File: config.mk
export PLATFORM = sky130hd
export DESIGN_NAME = ps2_keyboard_rx_flat
export DESIGN_NICKNAME = d
export VERILOG_FILES = /design/src/rtl/ps2_keyboard_rx_if.sv /design/src/rtl/ps2_keyboard_rx.sv /design/src/flat_wrapper.sv
export SDC_FILE = /design/constraint.sdc
export NUM_CORES = 1
export LEC_CHECK = 0
export BUFFER_PORTS_ARGS = -buffer_cell sky130_fd_sc_hd__buf_2
export CORE_MARGIN = 2
export CORE_UTILIZATION = 55
export DETAILED_ROUTE_END_ITERATION = 7
export PLACE_DENSITY = 0.7
export SYNTH_ARGS = -nofsm -noshare
export SYNTH_HDL_FRONTEND = slang
export SYNTH_SLANG_ARGS = --single-unit
export TNS_END_PERCENT = 50
File: constraint.sdc
create_clock -name GPU_CLK -period 2.6 [get_ports GPU_CLK]
set_clock_uncertainty 0.15 [all_clocks]
set_input_delay 0.13 -clock GPU_CLK [delete_from_list [all_inputs] [get_ports GPU_CLK]]
set_output_delay 0.13 -clock GPU_CLK [all_outputs]
set_load 0.01 [all_outputs]
File: src/rtl/ps2_keyboard_rx_if.sv
// Receive-side bus of the PS/2 keyboard receiver: byte, ready/error strobes
// and a busy flag. The receiver drives it (master); the Z80 bridge reads it (slave).
interface ps2_keyboard_rx_if;
  logic       PS2_RDY;
  logic [7:0] PS2_DAT;
  logic       PS2_ERR;
  logic       PS2_BUSY;

  modport master (output PS2_RDY, output PS2_DAT, output PS2_ERR, output PS2_BUSY);
  modport slave  (input  PS2_RDY, input  PS2_DAT, input  PS2_ERR, input  PS2_BUSY);
endinterface

File: src/rtl/ps2_keyboard_rx.sv
// PS/2 keyboard receiver: synchronises and de-glitches the keyboard clock,
// decodes 11-bit frames (start, 8 data LSB-first, odd parity, stop) and
// publishes each good scan code with a one-cycle ready strobe. Bad parity,
// bad stop bit or a stalled frame produce a one-cycle error strobe instead.
module ps2_keyboard_rx #(
  parameter int FILTER_LEN     = 8,
  parameter int TIMEOUT_CYCLES = 250000
) (
  input  logic              GPU_CLK,
  input  logic              reset,
  input  logic              PS2_CLK_IN,
  input  logic              PS2_DATA_IN,
  ps2_keyboard_rx_if.master rx
);

  localparam int FCW = (FILTER_LEN > 1) ? $clog2(FILTER_LEN + 1) : 1;
  localparam int TCW = $clog2(TIMEOUT_CYCLES + 1);

  typedef enum logic [1:0] {IDLE, DATA, PARITY, STOP} state_t;

  // Synchroniser chains: index 1 is the stage safe to use in this clock domain.
  logic [1:0]     clk_sync_q, clk_sync_d;
  logic [1:0]     dat_sync_q, dat_sync_d;
  logic           filt_lvl_q, filt_lvl_d;
  logic [FCW-1:0] filt_cnt_q, filt_cnt_d;
  logic           filt_dly_q;
  logic           strobe_q, strobe_d;
  state_t         state_q, state_d;
  logic [2:0]     bit_cnt_q, bit_cnt_d;
  logic [7:0]     shift_q, shift_d;
  logic           par_q, par_d;
  logic [TCW-1:0] to_cnt_q, to_cnt_d;
  logic           rdy_q, rdy_d;
  logic [7:0]     dat_q, dat_d;
  logic           err_q, err_d;
  logic           busy_q, busy_d;
  logic           bit_in;

  assign bit_in = dat_sync_q[1];

  // Front end: synchronisers, level filter on the clock and falling-edge strobe.
  always_comb begin
    clk_sync_d = {clk_sync_q[0], PS2_CLK_IN};
    dat_sync_d = {dat_sync_q[0], PS2_DATA_IN};
    filt_lvl_d = filt_lvl_q;
    filt_cnt_d = '0;
    if (clk_sync_q[1] != filt_lvl_q) begin
      if (filt_cnt_q == FCW'(FILTER_LEN - 1)) begin
        filt_lvl_d = clk_sync_q[1];
      end else begin
        filt_cnt_d = filt_cnt_q + 1'b1;
      end
    end
    strobe_d = filt_dly_q & ~filt_lvl_q;
  end

  // Frame decoder, stall timeout and registered outputs.
  always_comb begin
    state_d   = state_q;
    bit_cnt_d = bit_cnt_q;
    shift_d   = shift_q;
    par_d     = par_q;
    to_cnt_d  = to_cnt_q;
    rdy_d     = 1'b0;
    err_d     = 1'b0;
    dat_d     = dat_q;
    case (state_q)
      IDLE: begin
        to_cnt_d = '0;
        if (strobe_q && !bit_in) begin
          state_d   = DATA;
          bit_cnt_d = 3'd0;
        end
      end
      DATA: begin
        if (strobe_q) begin
          shift_d   = {bit_in, shift_q[7:1]};
          bit_cnt_d = bit_cnt_q + 3'd1;
          if (bit_cnt_q == 3'd7) begin
            state_d = PARITY;
          end
        end
      end
      PARITY: begin
        if (strobe_q) begin
          par_d   = bit_in;
          state_d = STOP;
        end
      end
      STOP: begin
        if (strobe_q) begin
          state_d = IDLE;
          if (bit_in && ((^shift_q) ^ par_q)) begin
            dat_d = shift_q;
            rdy_d = 1'b1;
          end else begin
            err_d = 1'b1;
          end
        end
      end
      default: state_d = IDLE;
    endcase
    // A strobe always restarts the stall count, even if the count expires now.
    if (state_q != IDLE) begin
      if (strobe_q) begin
        to_cnt_d = '0;
      end else if (to_cnt_q == TCW'(TIMEOUT_CYCLES - 1)) begin
        state_d  = IDLE;
        err_d    = 1'b1;
        to_cnt_d = '0;
      end else begin
        to_cnt_d = to_cnt_q + 1'b1;
      end
    end
    busy_d = (state_d != IDLE);
  end

  // All state registers, cleared asynchronously by the active-low reset.
  always_ff @(posedge GPU_CLK or negedge reset) begin
    if (!reset) begin
      clk_sync_q <= 2'b11;
      dat_sync_q <= 2'b11;
      filt_lvl_q <= 1'b1;
      filt_cnt_q <= '0;
      filt_dly_q <= 1'b1;
      strobe_q   <= 1'b0;
      state_q    <= IDLE;
      bit_cnt_q  <= 3'd0;
      shift_q    <= 8'h00;
      par_q      <= 1'b0;
      to_cnt_q   <= '0;
      rdy_q      <= 1'b0;
      dat_q      <= 8'h00;
      err_q      <= 1'b0;
      busy_q     <= 1'b0;
    end else begin
      clk_sync_q <= clk_sync_d;
      dat_sync_q <= dat_sync_d;
      filt_lvl_q <= filt_lvl_d;
      filt_cnt_q <= filt_cnt_d;
      filt_dly_q <= filt_lvl_q;
      strobe_q   <= strobe_d;
      state_q    <= state_d;
      bit_cnt_q  <= bit_cnt_d;
      shift_q    <= shift_d;
      par_q      <= par_d;
      to_cnt_q   <= to_cnt_d;
      rdy_q      <= rdy_d;
      dat_q      <= dat_d;
      err_q      <= err_d;
      busy_q     <= busy_d;
    end
  end

  assign rx.PS2_RDY  = rdy_q;
  assign rx.PS2_DAT  = dat_q;
  assign rx.PS2_ERR  = err_q;
  assign rx.PS2_BUSY = busy_q;

endmodule

File: src/flat_wrapper.sv
// flat-port wrapper written by rule: the top's interface ports become plain ports
module ps2_keyboard_rx_flat 
#(
  parameter int FILTER_LEN     = 8,
  parameter int TIMEOUT_CYCLES = 250000
)
  (GPU_CLK, reset, PS2_CLK_IN, PS2_DATA_IN, rx_PS2_RDY, rx_PS2_DAT, rx_PS2_ERR, rx_PS2_BUSY);
  ps2_keyboard_rx_if rx_i ();
  input  logic GPU_CLK;
  input  logic reset;
  input  logic PS2_CLK_IN;
  input  logic PS2_DATA_IN;
  output wire logic [$bits(rx_i.PS2_RDY)-1:0] rx_PS2_RDY;
  output wire logic [$bits(rx_i.PS2_DAT)-1:0] rx_PS2_DAT;
  output wire logic [$bits(rx_i.PS2_ERR)-1:0] rx_PS2_ERR;
  output wire logic [$bits(rx_i.PS2_BUSY)-1:0] rx_PS2_BUSY;
  assign rx_PS2_RDY = rx_i.PS2_RDY;
  assign rx_PS2_DAT = rx_i.PS2_DAT;
  assign rx_PS2_ERR = rx_i.PS2_ERR;
  assign rx_PS2_BUSY = rx_i.PS2_BUSY;
  ps2_keyboard_rx #(.FILTER_LEN(FILTER_LEN), .TIMEOUT_CYCLES(TIMEOUT_CYCLES)) u_core (.GPU_CLK(GPU_CLK), .reset(reset), .PS2_CLK_IN(PS2_CLK_IN), .PS2_DATA_IN(PS2_DATA_IN), .rx(rx_i));
endmodule
Word-level counts from Yosys, hierarchy flattened
Cells that the tools add are included.
{"block": "totals", "out_inout_bits": 11, "input_bits": 4, "regBits": 54, "wordCells": 71}
{"block": "classes", "bitwise": 3, "n_eq_ne": 9, "mux": 27, "add_sub_neg": 3, "n_reduce_logical": 14}
{"op": "18-bit 2-to-1 mux", "n": 4}
{"op": "18-bit by 1-bit adder with 18-bit output (second input constant)", "n": 1}
{"op": "18-bit equality test (second input constant)", "n": 1}
{"op": "2-bit 2-to-1 mux", "n": 8}
{"op": "1-bit 2-to-1 mux", "n": 9}
{"op": "4-bit 2-to-1 mux", "n": 2}
{"op": "2-bit one-hot mux with 4 select lines", "n": 1}
{"op": "2-bit nonzero test", "n": 4}
{"op": "8-bit parity", "n": 1}
{"op": "3-bit 2-to-1 mux", "n": 2}
{"op": "3-bit one-hot mux with 2 select lines", "n": 1}
{"op": "2-bit AND reduction", "n": 3}
{"op": "3-bit AND reduction", "n": 2}
{"op": "4-bit by 1-bit adder with 4-bit output (second input constant)", "n": 1}
{"op": "2-bit equality test (second input constant)", "n": 2}
{"op": "4-bit by 3-bit equality test with 1-bit output (second input constant)", "n": 1}
{"op": "2-bit by 1-bit inequality test with 1-bit output (second input constant)", "n": 2}
{"op": "3-bit by 1-bit adder with 3-bit output (second input constant)", "n": 1}
{"op": "3-bit equality test (second input constant)", "n": 1}
{"op": "2-bit by 1-bit equality test with 1-bit output (second input constant)", "n": 1}
{"op": "1-bit logical AND", "n": 2}
{"op": "2-bit logical NOT", "n": 1}
{"op": "1-bit bitwise AND", "n": 1}
{"op": "1-bit logical NOT", "n": 1}
{"op": "3 further kinds", "n": 3}

Depth between registers and ports, before layout
{"block": "depth", "depth_word": 9, "depth_mapped": 6, "mapped_depth_nobuf": 6}

Worst setup path before layout
Ideal clock, no wire load.
{"block": "synth_timing", "path_type": "register to register", "from": "reg u_core.to_cnt_q[0]", "to": "reg u_core.busy_q (netlist: u_core.rx.PS2_BUSY)", "period_less_slack_ps": 2101, "required_ps": 2331, "arrival_ps": 1831, "path_slack_ps": 499, "path_stages_with_launch": 7, "setup_ps": 119, "n_path_buf": 1, "path_cell_list": "dfrtp_1 > ha_1 > nand3_1 > or4_2 > o21bai_4 > buf_4 > nand2_1"}
{"block": "synth_via", "elab_chain_len": 5}
{"element": "start: declaration", "line": "ps2_keyboard_rx.sv:32", "source": "logic [TCW-1:0] to_cnt_q, to_cnt_d;"}
{"element": "start signal: assignment", "line": "ps2_keyboard_rx.sv:147", "source": "to_cnt_q <= to_cnt_d;"}
{"element": "18-bit equality test", "line": "ps2_keyboard_rx.sv:107", "source": "end else if (to_cnt_q == TCW'(TIMEOUT_CYCLES - 1)) begin"}
{"element": "2-bit 2-to-1 mux", "line": "ps2_keyboard_rx.sv:107"}
{"element": "2-bit 2-to-1 mux", "line": "ps2_keyboard_rx.sv:105", "source": "if (strobe_q) begin"}
{"element": "2-bit 2-to-1 mux", "line": "ps2_keyboard_rx.sv:104", "source": "if (state_q != IDLE) begin"}
{"element": "2-bit nonzero test", "line": "ps2_keyboard_rx.sv:115", "source": "busy_d = (state_d != IDLE);"}
{"element": "via u_core.busy_d", "line": "ps2_keyboard_rx.sv:36", "source": "logic busy_q, busy_d;"}
{"element": "end signal: assignment", "line": "ps2_keyboard_rx.sv:151", "source": "busy_q <= busy_d;"}
{"element": "end: declaration", "line": "ps2_keyboard_rx.sv:36"}
The timed path passes the listed nets, and every way through them passes these cells.
A chain may end at the register's enable or synchronous reset.

Final worst setup path
{"block": "layout_timing", "from": "reg u_core.to_cnt_q[0]", "to": "reg u_core.to_cnt_q[6]"}
{"block": "layout_via", "elab_chain_len": 4, "word_cells_on_any_way": 5, "classes_between": "add/sub: 1; eq/ne: 1; mux: 3"}
{"element": "18-bit by 1-bit adder with 18-bit output / 18-bit equality test (equally long branches)", "line": "ps2_keyboard_rx.sv:112, ps2_keyboard_rx.sv:107"}
{"element": "18-bit 2-to-1 mux *", "line": "ps2_keyboard_rx.sv:107"}
{"element": "18-bit 2-to-1 mux *", "line": "ps2_keyboard_rx.sv:105"}
{"element": "18-bit 2-to-1 mux *", "line": "ps2_keyboard_rx.sv:104"}
{"element": "via u_core.to_cnt_d[6]", "line": "ps2_keyboard_rx.sv:32"}
The timed path passes the listed nets; every way through them passes the cells marked *.

==> out/results.txt <==
power share of the combinational group: 17.6%
Yosys cell types: 42
Syn Nets: 214
top cell type's share of synthesized area: 49.23%
ANT nets after route: 0
DR DRC count: 0
Congestion Overflow GR: 0
final hold violations: 0
Yosys Warn Count: 0
worst rel slew slack: 30.82%
Post-synth EDFFs: 0
Crit-path slowest cell: or4_2
Reg2Reg Capture Point: u_core.to_cnt_q[6]
async set or reset register ratio after synthesis: 100.0%
pin count of the biggest net entering global routing: 50
Root Buffer: clkbuf_8
cell area after synthesis: 2440 sq um
input/output buffers: 14
clk sink count: 54
vias per std cell: 5.478
FF+latch count, synth: 54
Worst Setup Start Kind: flip-flop
gr usage total: 18.03%
total power: 0.001916 W
Main synth FF type: dfrtp_1
Fin Hold WS: 0.2142 ns
Leakage: 1.223 nW
Sw Pwr: 0.0005345 W
internal reg-to-reg setup slack: 0.31 ns
Clk pwr share: 28.3%
Final Setup Violations: 0
R2R Path Start: u_core.to_cnt_q[0]
DR vias: 1523
syn_area_per_cell: 11.84 sq um
num rows: 24
Initial Utilization: 56.42%
Min-Delay Path Class: flip-flop to flip-flop
IO Pins: 15
RSZ-0062 raised after global routing: false
worst vdd ir: 0.4633 mV
status: completed
HPWL after DPL: 2.735 mm
synth cell count leaders: dfrtp_1, nor2_1, mux2_2
Seq/Total Area, Yosys: 55.69%
critical path arrival: 2.31 ns
Clock Latency Late Sink: 0.30 ns
Setup crit start: u_core.to_cnt_q[0]
Reg2Reg Depth: 5
CTS clk-pin slew, worst paths: 0.09 ns
CP endpoint kind: flip-flop
internal power: 0.001382 W
DP Worst Slack: 0.3012 ns
crit path cell chain: ha_1 > nand3_1 > or4_2 > o21bai_4 > nor2_1
minimum clock period: 2.287 ns
final worst-path cycle share: 87.95%
worst setup path class: flip-flop to flip-flop
register share of total power: 54.1%
first-pass GRT wire length: 7.162 mm
Max FO, Critical Path: 19
Die ar.: 4985 sq um
worst setup margin: 0.3133 ns
TritonCTS Buffers: 5
Worst Path Required: 2.62 ns
die height: 70.61 um
number of global-route vias before repair: 1629
Switching Share: 27.90%
fin nets: 233
Max Transition Viols Final: 0
First DRT Iteration DRCs: 122
CTS tree: built
Setup crit end: u_core.to_cnt_q[6]
total number of H-tree levels: 2
TritonRoute pass-1 iters: 5
layout cells sized above 1: 24.34%
Diodes inserted: 0
post-CTS setup buffers: 0
Max clock buf depth: 2
Die W: 70.61 um
initial antenna violation count: 0
top cells by area, synth: dfrtp_1, mux2_2, dfstp_2, xnor2_1, nor2_1
maxcap violations: 0
Cells after Synth: 206
Area growth syn-to-layout: 10.51%
setup tns final: 0 ns
FMAX: 0.4373 GHz
pwr/cell area: 710.6 nW/um^2
Worst-Margin Slew: 1.038 ns
Max stage delay on crit path: 0.70 ns
Final Routed Wirelength: 3.877 mm
top cell type by total area after synthesis: dfrtp_1
most frequent cell after synthesis: dfrtp_1
Core Box Area: 4324 sq um
Final Wtd Congestion: 0.7483
Avg WL per Cell: 13.95 um
## cell type report
type	count	area [sq um]
clock buffer	6	72.57
clock inverter	2	37.54
fill	354	1628
inverter	7	26.28
multi-input combinational	139	1028
sequential	54	1359
tap	52	65.06
timing repair buffer	18	107.6
## critical path: cells and delay by family, from the launching register on
| kind | cells | cell delay [ns] |
|---|---|---|
| compound gates | 1 | 0.42 |
| simple gates | 3 | 0.95 |
| fa+ha+maj | 1 | 0.22 |
| flops | 1 | 0.41 |
## routing by layer
| metal | GRT usage [%] | up-vias | part of all wire (%) |
|---|---|---|---|
| met1 | 23.15 | 745 | 47 |
| met5 | 0 | - | 0 |
| met4 | 7.547 | 0 | 1.5 |
| li1 | - | 750 | - |
| met2 | 30.29 | 23 | 49 |
| met3 | 3.419 | 5 | 2.9 |
## how the worst min path moves through the flow
stage | startpoint | end | slack, ns | cells after the start
after floorplan | reset | u_core.bit_cnt_q[0] | -0.32 | 0
after global placement | PS2_DATA_IN | u_core.dat_sync_q[0] | 0.09 | 1
after detailed placement | PS2_DATA_IN | u_core.dat_sync_q[0] | 0.09 | 1
after CTS | u_core.dat_sync_q[0] | u_core.dat_sync_q[1] | 0.21 | 0
after global routing | u_core.clk_sync_q[0] | u_core.clk_sync_q[1] | 0.22 | 0
final | u_core.dat_sync_q[0] | u_core.dat_sync_q[1] | 0.21 | 0
## power groups by stage
stage	sequential, W	clock [W]	combinational, W
after floorplan	0.00101	0	0.000296
after global placement	0.00104	0	0.000320
after detailed placement	0.00105	0	0.000340
after CTS	0.00104	0.000569	0.000345
after global routing	0.00106	0.000593	0.000386
final	0.00104	0.000542	0.000337
## placed cells by master, fill, tap and decap left out, types with 4 or more instances in the layout
master    Yosys  routed
dfstp_2       6       6
inv_1         7       7
clkbuf_8      0       5
nor4_1        4       4
nand2_1      14      14
xnor2_1      15      15
mux2_2       16      16
dfrtp_1      48      48
buf_2         0      14
nor2_1       22      22
o21ai_0       8       8
ha_1          4       4
nor3_1        4       4
nand4_1       4       4
nand3_1      11      11
nor2b_1       4       4
xor2_1        4       4
## kinds of logic after synthesis
logic type	share of synthesized area [%]
adders and majority gates	2.051
buffers and inverters	2.154
xor gates and xnor gates	8.718
and+or+nand+nor	17.03
DFF	55.69
AOI/OAI and AO/OA	5.641
muxes	8.718
## registers in the layout, summed over array words and instances, names as in the netlist
name                flops
u_core.strobe_q         1
u_core.bit_cnt_q        3
u_core.state_q          2
u_core.rx.PS2_ERR       1
u_core.filt_dly_q       1
u_core.rx.PS2_RDY       1
u_core.shift_q          8
u_core.filt_lvl_q       1
u_core.par_q            1
u_core.rx.PS2_BUSY      1
u_core.rx.PS2_DAT       8
u_core.filt_cnt_q       4
u_core.clk_sync_q       2
u_core.to_cnt_q        18
u_core.dat_sync_q       2
## what timing repair did
item,CTS,global route
endpoints found under the hold margin,50,0
hold buffers,3,0
gates resized for setup,0,0
## per-stage QoR
| step | instance area (sq um) | util, % | cells |
|---|---|---|---|
| after floorplan | 2440 | - | 206 |
| after global placement | 2556 | 59.11 | 267 |
| after detailed placement | 2556 | 59.11 | 267 |
| after CTS | 2696 | 62.36 | 278 |
| after global routing | 2696 | 62.36 | 278 |
| final | 2696 | 62.36 | 278 |
Power figures use the tool's default switching activity.
